File: config.mk
export PLATFORM = sky130hd
export DESIGN_NAME = iomem_dma_master
export DESIGN_NICKNAME = d
export VERILOG_FILES = /design/src/rtl/iomem_pkg.sv /design/src/rtl/iomem_txn_timer.sv /design/src/rtl/iomem_dma_master.sv
export SDC_FILE = /design/constraint.sdc
export NUM_CORES = 1
export LEC_CHECK = 0
export BUFFER_PORTS_ARGS = -buffer_cell sky130_fd_sc_hd__buf_2
export CAP_MARGIN = 10
export CORE_UTILIZATION = 30
export CTS_CLUSTER_DIAMETER = 50
export DETAILED_ROUTE_END_ITERATION = 6
export PLACE_DENSITY = 0.53
export SYNTH_ARGS = -nofsm -noshare
export SYNTH_HDL_FRONTEND = slang
export SYNTH_SLANG_ARGS = --single-unit
File: constraint.sdc
create_clock -name clk -period 4.6 [get_ports clk]
set_clock_uncertainty 0.05 [all_clocks]
set_input_delay 0.46 -clock clk [delete_from_list [all_inputs] [get_ports clk]]
set_output_delay 0.46 -clock clk [all_outputs]
set_load 0.02 [all_outputs]
File: src/rtl/iomem_pkg.sv
// Shared types and constants for the iomem bus master slice.
package iomem_pkg;

  // Master sequencer states
  typedef enum logic [2:0] {
    ST_IDLE  = 3'd0,
    ST_POLL  = 3'd1,
    ST_READ  = 3'd2,
    ST_WRITE = 3'd3,
    ST_GAP   = 3'd4,
    ST_DONE  = 3'd5
  } iomem_state_t;

  localparam logic [3:0]  WSTRB_READ        = 4'h0;
  localparam logic [3:0]  WSTRB_FULL        = 4'hF;
  localparam logic [31:0] ACCEL_RESULT_ADDR = 32'h0400_0040;
  localparam logic [31:0] ACCEL_STATUS_ADDR = 32'h0400_0044;
  localparam logic [31:0] ADDR_STEP         = 32'd4;

endpackage

File: src/rtl/iomem_txn_timer.sv
// Per-transaction wait counter: flags the last permitted wait cycle of a
// request that the responder has not yet accepted.
module iomem_txn_timer #(
  parameter int TIMEOUT_CYCLES = 255
) (
  input  logic clk,
  input  logic resetn,
  input  logic clear,
  input  logic count,
  output logic expired
);

  localparam int CW = (TIMEOUT_CYCLES < 2) ? 1 : $clog2(TIMEOUT_CYCLES + 1);
  localparam logic [CW-1:0] LAST = CW'(TIMEOUT_CYCLES - 1);

  logic [CW-1:0] cnt_q;
  logic [CW-1:0] cnt_d;

  // Next count: zero while no request is outstanding, +1 per stalled cycle
  always_comb begin
    cnt_d = cnt_q;
    if (clear) begin
      cnt_d = '0;
    end else if (count) begin
      cnt_d = cnt_q + CW'(1);
    end
  end

  // Counter register
  always_ff @(posedge clk) begin
    if (!resetn) begin
      cnt_q <= '0;
    end else begin
      cnt_q <= cnt_d;
    end
  end

  // The current stalled cycle is the TIMEOUT_CYCLES-th one
  assign expired = count && (cnt_q == LAST);

endmodule

File: src/rtl/iomem_dma_master.sv
// Word-copy DMA master on the iomem bus with optional status polling.
//
// Bus handshake: a request is held (valid, addr, wstrb, wdata all stable)
// until the rising edge where iomem_valid=1 and iomem_ready=1; that edge
// completes it. iomem_valid is then low for exactly one GAP cycle before the
// next request. Read data is sampled only on the completing edge.
module iomem_dma_master
  import iomem_pkg::*;
#(
  parameter int TIMEOUT_CYCLES = 255,
  parameter int LEN_W          = 16
) (
  input  logic               clk,
  input  logic               resetn,
  input  logic               cfg_start,
  input  logic [31:0]        cfg_src_addr,
  input  logic [31:0]        cfg_dst_addr,
  input  logic [LEN_W-1:0]   cfg_len,
  input  logic               cfg_src_inc,
  input  logic               cfg_poll_en,
  input  logic [31:0]        cfg_poll_addr,
  output logic               busy,
  output logic               done,
  output logic               error,
  output logic [LEN_W-1:0]   words_done,
  output logic               iomem_valid,
  output logic [3:0]         iomem_wstrb,
  output logic [31:0]        iomem_addr,
  output logic [31:0]        iomem_wdata,
  input  logic               iomem_ready,
  input  logic [31:0]        iomem_rdata,
  output iomem_state_t       dbg_state
);

  iomem_state_t      state_q, state_d, gap_next_q, gap_next_d;
  logic [31:0]       src_q, src_d, dst_q, dst_d, poll_addr_q, poll_addr_d;
  logic [31:0]       data_q, data_d;
  logic [LEN_W-1:0]  len_q, len_d, words_done_q, words_done_d;
  logic              src_inc_q, src_inc_d, poll_en_q, poll_en_d;
  logic              busy_q, busy_d, done_q, done_d, error_q, error_d;
  logic              valid_q, valid_d;
  logic [3:0]        wstrb_q, wstrb_d;
  logic [31:0]       addr_q, addr_d, wdata_q, wdata_d;
  logic              timer_expired;

  iomem_txn_timer #(.TIMEOUT_CYCLES(TIMEOUT_CYCLES)) u_timer (
    .clk     (clk),
    .resetn  (resetn),
    .clear   (!valid_q),
    .count   (valid_q && !iomem_ready),
    .expired (timer_expired)
  );

  // Sequencer next-state and registered-output computation
  always_comb begin
    state_d      = state_q;
    gap_next_d   = gap_next_q;
    src_d        = src_q;
    dst_d        = dst_q;
    poll_addr_d  = poll_addr_q;
    data_d       = data_q;
    len_d        = len_q;
    words_done_d = words_done_q;
    src_inc_d    = src_inc_q;
    poll_en_d    = poll_en_q;
    busy_d       = busy_q;
    done_d       = 1'b0;
    error_d      = error_q;
    valid_d      = valid_q;
    wstrb_d      = wstrb_q;
    addr_d       = addr_q;
    wdata_d      = wdata_q;
    case (state_q)
      ST_IDLE: begin
        if (cfg_start) begin
          src_d        = cfg_src_addr;
          dst_d        = cfg_dst_addr;
          poll_addr_d  = cfg_poll_addr;
          len_d        = cfg_len;
          src_inc_d    = cfg_src_inc;
          poll_en_d    = cfg_poll_en;
          words_done_d = '0;
          error_d      = 1'b0;
          if (cfg_len == '0) begin
            state_d = ST_DONE;
            done_d  = 1'b1;
            busy_d  = 1'b0;
          end else begin
            busy_d  = 1'b1;
            valid_d = 1'b1;
            wstrb_d = WSTRB_READ;
            if (cfg_poll_en) begin
              state_d = ST_POLL;
              addr_d  = cfg_poll_addr;
            end else begin
              state_d = ST_READ;
              addr_d  = cfg_src_addr;
            end
          end
        end
      end
      ST_POLL, ST_READ, ST_WRITE: begin
        if (timer_expired) begin
          valid_d = 1'b0;
          error_d = 1'b1;
          busy_d  = 1'b0;
          done_d  = 1'b1;
          state_d = ST_DONE;
        end else if (iomem_ready) begin
          valid_d = 1'b0;
          state_d = ST_GAP;
          case (state_q)
            ST_POLL: gap_next_d = iomem_rdata[0] ? ST_READ : ST_POLL;
            ST_READ: begin
              data_d     = iomem_rdata;
              gap_next_d = ST_WRITE;
            end
            default: begin
              words_done_d = words_done_q + LEN_W'(1);
              dst_d        = dst_q + ADDR_STEP;
              if (src_inc_q) src_d = src_q + ADDR_STEP;
              gap_next_d   = poll_en_q ? ST_POLL : ST_READ;
              if ((words_done_q + LEN_W'(1)) == len_q) begin
                state_d = ST_DONE;
                done_d  = 1'b1;
                busy_d  = 1'b0;
              end
            end
          endcase
        end
      end
      ST_GAP: begin
        state_d = gap_next_q;
        valid_d = 1'b1;
        case (gap_next_q)
          ST_POLL: begin
            addr_d  = poll_addr_q;
            wstrb_d = WSTRB_READ;
          end
          ST_READ: begin
            addr_d  = src_q;
            wstrb_d = WSTRB_READ;
          end
          default: begin
            addr_d  = dst_q;
            wdata_d = data_q;
            wstrb_d = WSTRB_FULL;
          end
        endcase
      end
      ST_DONE: state_d = ST_IDLE;
      default: state_d = ST_IDLE;
    endcase
  end

  // State and output registers; reset aborts any request in flight
  always_ff @(posedge clk) begin
    if (!resetn) begin
      state_q      <= ST_IDLE;
      gap_next_q   <= ST_READ;
      src_q        <= '0;
      dst_q        <= '0;
      poll_addr_q  <= '0;
      data_q       <= '0;
      len_q        <= '0;
      words_done_q <= '0;
      src_inc_q    <= 1'b0;
      poll_en_q    <= 1'b0;
      busy_q       <= 1'b0;
      done_q       <= 1'b0;
      error_q      <= 1'b0;
      valid_q      <= 1'b0;
      wstrb_q      <= '0;
      addr_q       <= '0;
      wdata_q      <= '0;
    end else begin
      state_q      <= state_d;
      gap_next_q   <= gap_next_d;
      src_q        <= src_d;
      dst_q        <= dst_d;
      poll_addr_q  <= poll_addr_d;
      data_q       <= data_d;
      len_q        <= len_d;
      words_done_q <= words_done_d;
      src_inc_q    <= src_inc_d;
      poll_en_q    <= poll_en_d;
      busy_q       <= busy_d;
      done_q       <= done_d;
      error_q      <= error_d;
      valid_q      <= valid_d;
      wstrb_q      <= wstrb_d;
      addr_q       <= addr_d;
      wdata_q      <= wdata_d;
    end
  end

  assign busy        = busy_q;
  assign done        = done_q;
  assign error       = error_q;
  assign words_done  = words_done_q;
  assign iomem_valid = valid_q;
  assign iomem_wstrb = wstrb_q;
  assign iomem_addr  = addr_q;
  assign iomem_wdata = wdata_q;
  assign dbg_state   = state_q;

endmodule

==> metrics.md, run 1 <==
| Metric | Value |
|---|---|
| Status | `finished clean` |
| Hold WC Path Type | `in2reg` |
| Final period util | `0.7114` |
| Worst-margin pin slew | `about 1.0 ns` |
| Design area | `about 0.015 mm²` |
| Ys flop type | `dfxtp_1` |
| Critical Path Start | `dbg_state[0]` |
| Hold buffer count at CTS | `0` |
| Max-cap violations | `0` |
| Share of cells above drive strength 1 | `0.2016` |
| Crit path kind | `reg2reg` |
| Required @ worst endpoint | `about 5.0 ns` |
| DRC | `0` |
| Fin crit period | `3.272 ns` |
| Synthesized instance count | `approximately 1600` |
| Postcts setup bufs | `0` |
| RD Place Congestion | `approximately 0.86` |
| Pleak | `between 5 and 6 nW` |
| Num CTS Buffers | `38` |
| Via count | `around 12000` |
| CP Max Fanout | `34` |
| Final Max Tran Viols | `0` |
| CTS H-tree lvls | `2` |
| YS warnings | `0` |
| Initial antenna violation count | `8` |
| Largest area contributor in the netlist | `dfxtp_1` |
| Area growth, synth to finish | `23.79%` |
| Number of nets in the layout | `between 1500 and 2000` |
| Area of the mapped netlist | `0.01203 mm²` |
| Starting Density | `0.3078` |
| Final hold violation count | `0` |
| Setup TNS | `0 ns` |
| Register area share after synthesis | `0.4059` |
| Asr flop ratio synth | `0` |
| Full die area | `between 0.04 and 0.05 mm²` |
| I/O pin total | `around 240` |
| First-pass GRT wire length | `64.64 mm` |
| Core ar. | `slightly below 0.04 mm²` |
| Fin util | `0.3810` |
| Clock root buffer | `clkbuf_16` |
| GRT Total Usage | `0.1994` |
| Die X | `between 200 and 250 µm` |
| Cell Rows | `72` |
| Largest net degree at the start of global routing | `between 100 and 150` |
| RR Startpoint | `dbg_state[0]` |
| Fmax achieved | `around 0.3 GHz` |
| CTS Sinks | `between 200 and 250` |
| Synth cell types | `between 60 and 70` |
| Peak supply drop | `0.3028 mV` |
| Vias per Instance | `around 5.3` |
| Reg clk slew, reported paths | `roughly 0.060 ns` |
| CTS tree | `yes` |
| Input/output buffers | `240` |
| Seq cells post-synth | `about 240` |
| Pwr per Cell Area | `658.0 mW/mm²` |
| Endpoint class of the critical path | `register` |
| Share of the synthesized area in the top cell type | `0.4059` |
| Synth Net Count | `between 1500 and 2000` |
| Worst Setup Start Kind | `register` |
| Syn_area_per_cell | `about 7.5 µm²` |
| Placed inst area | `around 0.014 mm²` |
| Synth top area cells | `dfxtp_1 (41%), a21oi_1 (9.9%), nand2_1 (9.7%)` |
| RSZ-0062 raised after global routing | `false` |
| Final setup viols | `0` |
| Worst-Skew Late Latency | `~0.54 ns` |
| Avg WL per Cell | `18.14 µm` |
| Congestion Overflow GR | `0` |
| DRT Pass-1 Iters | `5` |
| PostCTS Resize Cnt | `0` |
| # fillers | `about 4200` |
| Synth cell count leaders | `nand2_1 (312), dfxtp_1 (244), a21oi_1 (239)` |
| Post-DP HPWL | `between 20 and 30 mm` |
| Antenna Violating Nets Remaining | `0` |
| Die Span Y | `between 200 and 250 µm` |
| EDFF count, synth | `0` |
| DRT iter0 DRCs | `a little over 800` |
| WL final | `42.13 mm` |
| Min-delay src | `cfg_poll_addr[15]` |
| Vias in the first global route | `about 11000` |
| Cell with the most instances after synthesis | `nand2_1` |
| Clk buf depth | `3` |
| Data arrival, critical path | `roughly 3.7 ns` |
| Max_slew headroom | `0.3175` |
[worst paths after layout]
path	depth (start not counted)	end	slack, ns
worst max register to register	8	src_q[19]	1.33
worst max-delay path	8	src_q[19]	1.33
worst min-delay path	3	poll_addr_q[15]	0.12
worst min register to register	2	iomem_wdata[0]	0.40
[metrics by stage]
stage / setup WS (ns) / cells / hold slack, ns / total power, mW
after floorplan: 2.007 / 1604 / 0.3821 / 5.701
after global placement: 1.489 / 2251 / 0.3859 / 6.750
after detailed placement: 1.365 / 2251 / 0.3930 / 6.794
after CTS: 1.377 / 2319 / 0.08553 / 9.883
after global routing: 0.9759 / 2319 / 0.1048 / 10.46
final: 1.328 / 2323 / 0.1191 / 9.801
[placed cells by master, fill, tap and decap left out, drive strengths merged, types with 4 or more instances in the layout]
master,Yosys,layout
nand2,313,313
buf,13,261
dfxtp,244,244
a21oi,239,239
nor2,179,179
a211oi,82,82
o21ai,68,68
clkbuf,119,51
a22oi,42,42
nand3,37,37
mux2i,33,33
and3,21,21
nor3,21,21
xnor2,19,19
nand4,15,15
or3,14,14
o22ai,12,12
and2,12,12
inv,10,12
nor4,12,12
xor2,11,11
o221a,8,8
o31ai,8,8
clkinv,0,8
ha,7,7
and4,6,6
a21o,5,5
a31oi,5,5
bufinv,0,5
diode,0,4
nor2b,4,4
nand2b,4,4
or4,4,4
[cell families after synthesis]
family | Yosys count | share of synthesized area
xor+xnor | 30 | 0.02184
simple gates | 652 | 0.2375
fa+ha+maj | 7 | 0.007278
mux | 33 | 0.02745
compound gates | 496 | 0.2494
buf+inv | 142 | 0.05064
flops | 244 | 0.4059
[sequential cells by signal, indices dropped and copies added, names as in the netlist]
| register | cells |
|---|---|
| iomem_wstrb | 1 |
| iomem_addr | 32 |
| u_timer.cnt_q | 8 |
| iomem_valid | 1 |
| poll_addr_q | 32 |
| gap_next_q | 2 |
| data_q | 32 |
| poll_en_q | 1 |
| iomem_wdata | 32 |
| src_q | 32 |
| src_inc_q | 1 |
| len_q | 16 |
| error | 1 |
| done | 1 |
| dbg_state | 3 |
| busy | 1 |
| words_done | 16 |
| dst_q | 32 |
[critical path, stage by stage, from the launching register on]
cell	delay, ns
dfxtp_1	0.43
nor2_1	0.58
nand2_1	0.31
a21o_1	0.23
buf_4	0.27
nor2_2	0.74
buf_4	0.31
a21oi_1	0.08
a211oi_1	0.19
[where the power goes]
part / switching, mW / internal [mW] / total [mW] / leakage (nW)
Sequential: 0.470 / 2.59 / 3.06 / 1.99
Clock: 1.08 / 1.96 / 3.04 / 0.655
Combinational: 2.48 / 1.22 / 3.70 / 3.18
[routing by layer]
| metal | global-route usage | vias to the layer above | wire [µm] |
|---|---|---|---|
| met4 | 0.07787 | 8 | 1401 |
| met2 | 0.3180 | 402 | 19060 |
| li1 | - | 6020 | - |
| met3 | 0.04773 | 90 | 3097 |
| met5 | 0 | - | 55 |
| met1 | 0.2582 | 5699 | 18520 |
[layout make-up]
class	count	area, µm²	share of cell area
repair buffers	261	1371	0.09206
diodes	4	10.01	0.0006720
clock buffers	51	1091	0.07325
inverters	10	42.54	0.002856
flip-flops and latches	244	4885	0.3279
multi-input cells	1218	6591	0.4425
well taps	518	648.1	0.04351
clock inverters	17	256.5	0.01722
(Power assumes the default switching activity.)
==> run 2, diff against run 1 <==
Settings changed: PLACE_DENSITY 0.53 to 0.54.
Clock period 4.6 ns to 2.9 ns, I/O delays scaled along.
==> run 2 against run 1 <==
  * Final cell count is 4.6% higher
  * Sequential share of layout area down 2.3 points
  * Core utilization increased by 2.8 points
  * Global-route usage increased by 0.95 points
  * Critical path depth decreased by 1
  * Sequential cell count unchanged
  * Design area is 7.5% higher
  * Register-to-register slack worse by 1.1 ns
  * Sequential power up 58%
  * Count of clock-buffer cells in the layout is 2 lower
==> metrics.md, run 2 (synthesis results as in run 1) <==
| Metric | Value |
|---|---|
| Status | `finished clean` |
| Crit path kind | `reg2reg` |
| Area growth, synth to finish | `33.02%` |
| Reg clk slew, reported paths | `roughly 0.050 ns` |
| Vias in the first global route | `11950` |
| Clock root buffer | `clkbuf_16` |
| Worst-Skew Late Latency | `around 0.55 ns` |
| # fillers | `4031` |
| Reg-to-reg endpoint | `done` |
| Final Max Tran Viols | `0` |
| Largest stage delay on the critical path | `0.51 ns` |
| Fmax achieved | `between 0.3 and 0.4 GHz` |
| Final hold violation count | `0` |
| Clk buf depth | `3` |
| Design area | `between 0.015 and 0.02 mm²` |
| Core ar. | `between 0.03 and 0.04 mm²` |
| Full die area | `between 0.04 and 0.05 mm²` |
| CTS H-tree lvls | `2` |
| Fin crit period | `about 2.6 ns` |
| Critical path's slowest cell | `or4_4` |
| RD Place Congestion | `between 0.8 and 0.9` |
| First-pass GRT wire length | `slightly below 70 mm` |
| I/O pin total | `around 240` |
| Number of nets in the layout | `~2000` |
| CP delay by family, top | `simple AND/OR/NAND/NOR gates` |
| Postcts setup bufs | `0` |
| CP Max Fanout | `8` |
| Post-DP HPWL | `about 29 mm` |
| Hold WC Path Type | `in2reg` |
| Antenna Violating Nets Remaining | `0` |
| Endpoint class of the critical path | `register` |
| Starting Density | `0.3078` |
| Worst path buffer plus inverter count | `0` |
| Die X | `between 200 and 250 µm` |
| Congestion Overflow GR | `0` |
| RR Startpoint | `words_done[0]` |
| Data arrival, critical path | `between 3 and 4 ns` |
| Share of cells above drive strength 1 | `0.2006` |
| Via count | `roughly 12000` |
| Min-delay src | `cfg_dst_addr[3]` |
| CTS tree | `yes` |
| Final setup viols | `0` |
| Required @ worst endpoint | `about 3.3 ns` |
| Pwr per Cell Area | `slightly below 1000 mW/mm²` |
| Commonest non-fill, non-tap cells in the layout | `nand2_1 (310), dfxtp_1 (244), buf_2 (240)` |
| Setup TNS | `0 ns` |
| GRT Total Usage | `0.2089` |
| Vias per Instance | `just over 5` |
| Commonest non-fill, non-tap cell in the layout | `nand2_1` |
| Cell Rows | `approximately 70` |
| WL final | `~44 mm` |
| Input/output buffers | `240` |
| Pleak | `between 6 and 7 nW` |
| Num CTS Buffers | `37` |
| Placed inst area | `approximately 0.014 mm²` |
| Die Span Y | `approximately 200 µm` |
| Max-cap violations | `0` |
| Hold Crit Depth | `3` |
| Worst Setup Start Kind | `register` |
| RSZ-0062 raised after global routing | `false` |
| Hold Path Sink | `dst_q[3]` |
| Worst-margin pin slew | `0.7801 ns` |
| Largest net degree at the start of global routing | `slightly below 90` |
| Worst path cell trace | `nand4_1, or4_4, or3_1, a211o_1, nor4_4, a31o_2, nor3b_2` |
| Initial antenna violation count | `8` |
| Reg2Reg Setup Slack | `between 0.2 and 0.3 ns` |
| DRC | `0` |
| Final period util | `0.9121` |
| CTS Sinks | `roughly 240` |
| Peak supply drop | `around 0.65 mV` |
| Max_slew headroom | `0.4799` |
| Worst reg-to-reg path cell count | `7` |
| DRT iter0 DRCs | `about 750` |
| Avg WL per Cell | `17.97 µm` |
| DRT Pass-1 Iters | `5` |
==> run 2: cell types whose count changed in the layout (fill, tap and decap cells not counted), moves of 2 or more <==
cell	before	now
buf_4	20	31
dlygate4sd3_1	0	89
clkbuf_16	39	37
inv_6	3	5
buf_12	1	11
clkinv_2	3	1
==> run 2: cell type report <==
class                           count  area, µm²  area share
Antenna cell                        4      10.01   0.0006253
Inverter                           10      42.54    0.002658
Multi-Input combinational cell   1218       6594      0.4119
Tap cell                          518      648.1     0.04049
Clock inverter                     17      241.5     0.01509
Timing Repair Buffer              371       2545      0.1590
Clock buffer                       49       1041     0.06504
Sequential cell                   244       4885      0.3052
==> run 2: where the power goes <==
part           internal [mW]  total [mW]  switching [mW]
Combinational           2.27        6.32            4.05
Clock                   2.91        4.66            1.74
Sequential              4.10        4.83           0.731
Total                   9.28        15.8            6.53
==> run 2: metal layers <==
layer | GRT usage | wire length, µm
met1 | 0.2616 | 19050
met2 | 0.3518 | 21030
met3 | 0.04628 | 2582
met4 | 0.07143 | 960
met5 | 0 | 54
==> run 2: what timing repair did <==
action | 4_1_cts | 5_1_grt
endpoints found under the hold margin | 89 | 0
hold buffers | 89 | 0
endpoints found under the setup margin | 0 | 1
resized for setup | 0 | 1
==> run 2: how the worst max path moves through the flow <==
| stage | from | to | slack (ns) | cells after the start |
|---|---|---|---|---|
| global placement | words_done[0] | busy | 0.29 | 8 |
| detailed placement | words_done[0] | done | 0.22 | 8 |
| CTS | words_done[0] | done | 0.21 | 8 |
| global route | words_done[0] | busy | 0.05 | 8 |
| finish | words_done[0] | done | 0.25 | 7 |
| floorplan | words_done[0] | done | 0.31 | 8 |
==> run 2: metrics by stage <==
step | hold slack, ns | instances | setup WS [ns] | util | power [mW]
4_1_cts | 0.007179 | 2427 | 0.2143 | 0.4091 | 15.94
3_3_place_gp | 0.3856 | 2272 | 0.2936 | 0.3535 | 11.05
6_report | 0.02569 | 2431 | 0.2549 | 0.4094 | 15.81
5_1_grt | 0.04133 | 2429 | 0.04822 | 0.4093 | 16.85
3_5_place_dp | 0.3946 | 2272 | 0.2183 | 0.3535 | 11.13
2_1_floorplan | 0.3760 | 1604 | 0.3072 | - | 9.044
==> run 2: tightest hold or removal path: stages <==
cell and delay (ns):
buf_2 0.11, nand2_1 0.07, a311oi_1 0.09
==> run 3, diff against run 2 <==
Settings changed: BUFFER_PORTS_ARGS -buffer_cell sky130_fd_sc_hd__buf_2 to default, CTS_BUF_LIST from default to sky130_fd_sc_hd__clkbuf_8, DONT_BUFFER_PORTS from default to 1, PLACE_DENSITY 0.54 to 0.49.
==> run 3 against run 2 <==
  * Sequential share of layout area increased by 1.5 points
  * Non-clock buffer count decreased by 161
  * Routed wire length up 1.1%
  * Core utilization shrank 1.9 points
  * Register-to-register slack hardly changed
  * Setup slack got worse by 0.013 ns
  * Via count fell by 3.7%
  * Global-route usage is 0.26 points higher
  * Power is 7.1% lower
  * Die area unchanged
  * Final cell count decreased by 5.9%
  * Critical endpoint is now dst_q[31]
==> metrics.md, run 3 (synthesis results as in run 1) <==
| Metric | Value |
|---|---|
| CTS tree | `yes` |
| Post-DP HPWL | `28.89 mm` |
| Congestion Overflow GR | `0` |
| Commonest non-fill, non-tap cell in the layout | `nand2_1` |
| Setup WS post-layout | `about 0.24 ns` |
| Commonest non-fill, non-tap cells in the layout | `nand2_1 (310), dfxtp_1 (244), a21oi_1 (238)` |
| Area growth, synth to finish | `26.86%` |
| RD Place Congestion | `0.8416` |
| CTS Sinks | `between 200 and 250` |
| WL final | `~44 mm` |
| Multi-input logic area | `between 0.006 and 0.007 mm²` |
| Cell count after placement | `a little over 2000` |
| Die X | `slightly above 200 µm` |
| Worst Setup Start Kind | `register` |
| CTS H-tree lvls | `2` |
| Required @ worst endpoint | `3.36 ns` |
| Hold WS | `around 0.040 ns` |
| Num CTS Buffers | `47` |
| Vias per Instance | `roughly 5.3` |
| Antenna Violating Nets Remaining | `0` |
| CP Max Fanout | `8` |
| Max-cap violations | `0` |
| Largest net degree at the start of global routing | `around 90` |
| DRT iter0 DRCs | `739` |
| Hold WC Path Type | `in2reg` |
| Setup TNS | `0 ns` |
| Reg2Reg Setup Slack | `0.24 ns` |
| Share of cells above drive strength 1 | `0.09400` |
| Fin crit period | `approximately 2.7 ns` |
| Avg WL per Cell | `19.31 µm` |
| Full die area | `0.04092 mm²` |
| Clk buf depth | `3` |
| Post-Place Setup Slack | `approximately 0.3 ns` |
| Reg clk slew, reported paths | `0.06 ns` |
| Clock root buffer | `clkbuf_8` |
| Starting Density | `0.3078` |
| Max_slew headroom | `0.2806` |
| Core ar. | `between 0.03 and 0.04 mm²` |
| Via count | `~12000` |
| Endpoint class of the critical path | `register` |
| Final Max Tran Viols | `0` |
| Crit path kind | `reg2reg` |
| Number of nets in the layout | `1888` |
| Post-Layout Cell Count | `about 2300` |
| Cell Rows | `72` |
| Pwr per Cell Area | `between 900 and 1000 mW/mm²` |
| Fmax achieved | `around 0.38 GHz` |
| Vias in the first global route | `around 12000` |
| First-pass GRT wire length | `68.27 mm` |
| Worst-margin pin slew | `1.076 ns` |
| Data arrival, critical path | `just over 3 ns` |
| DRT Pass-1 Iters | `5` |
| Final hold violation count | `0` |
| Die Span Y | `202.3 µm` |
| Worst-Skew Late Latency | `~0.62 ns` |
| Input/output buffers | `0` |
| RSZ-0062 raised after global routing | `false` |
| GRT Total Usage | `0.2115` |
| Status | `finished clean` |
| Seq. cell area | `0.004885 mm²` |
| Pwr Total | `around 15 mW` |
| DRC | `0` |
| Final period util | `0.9164` |
| I/O pin total | `241` |
| Final setup viols | `0` |
| Peak supply drop | `between 0.6 and 0.7 mV` |
| Pleak | `about 5.5 nW` |
| # fillers | `approximately 4200` |
| Initial antenna violation count | `5` |
## run 3: cell count changes in the layout (fill, tap and decap cells not counted), moves of 2 or more
cell	change
clkbuf_16	-37
clkbuf_8	+53
clkinv_4	-3
clkinv_2	+3
clkbuf_1	-5
clkinvlp_4	-3
bufinv_16	-2
buf_2	-240
buf_4	+16
inv_1	+16
dlygate4sd3_1	+62
clkinv_8	-2
inv_6	-2
## run 3: final timing paths
check,startpoint,endpoint,cells past startpoint
worst max-delay path,dst_q[13],dst_q[31],7
worst min-delay path,cfg_src_addr[27],iomem_addr[27],4
worst max register to register,dst_q[13],dst_q[31],7
worst min register to register,data_q[29],iomem_wdata[29],2
## run 3: report_power, final
part	switching, mW	total [mW]	internal (mW)
Sequential	1.00	5.10	4.10
Clock	1.59	3.63	2.03
Combinational	3.75	5.95	2.20
Total	6.34	14.7	8.34
## run 3: critical path, stage by stage, from the launching register on
cell,delay (ns)
dfxtp_1,0.50
nand3_1,0.16
or4_1,0.68
nor4_2,0.62
nand2_1,0.15
nand2_1,0.09
a21oi_1,0.07
a211oi_1,0.23
## run 3: area by class of cell
class                   instances  area share
multi-input cells            1218      0.4318
clock inverters                24     0.01033
repair buffers                210      0.1379
flip-flops and latches        244      0.3200
diodes                          4   0.0006557
inverters                      10    0.002787
well taps                     518     0.04246
clock buffers                  60     0.05410
## run 3: metal layers
layer	vias to the layer above	track usage	wire length, µm	part of all wire
li1	5936	-	-	-
met1	5671	0.2646	19090	0.43
met2	333	0.3447	20690	0.47
met3	83	0.05418	3021	0.068
met4	4	0.08539	1350	0.031
met5	-	0	21	0.00048
## run 3: per-stage QoR
step | area, µm² | utilization
global route | 15260 | 0.3902
floorplan | 12030 | -
finish | 15260 | 0.3904
CTS | 15250 | 0.3902
global placement | 12760 | 0.3264
detailed placement | 12760 | 0.3264
## run 3: timing repair
| action | CTS | global route |
|---|---|---|
| hold buffers | 151 | 0 |
| resized for setup | 0 | 0 |
| endpoints found under the setup margin | 0 | 0 |
| hold endpoints to repair | 185 | 0 |
| setup buffers | 0 | 0 |
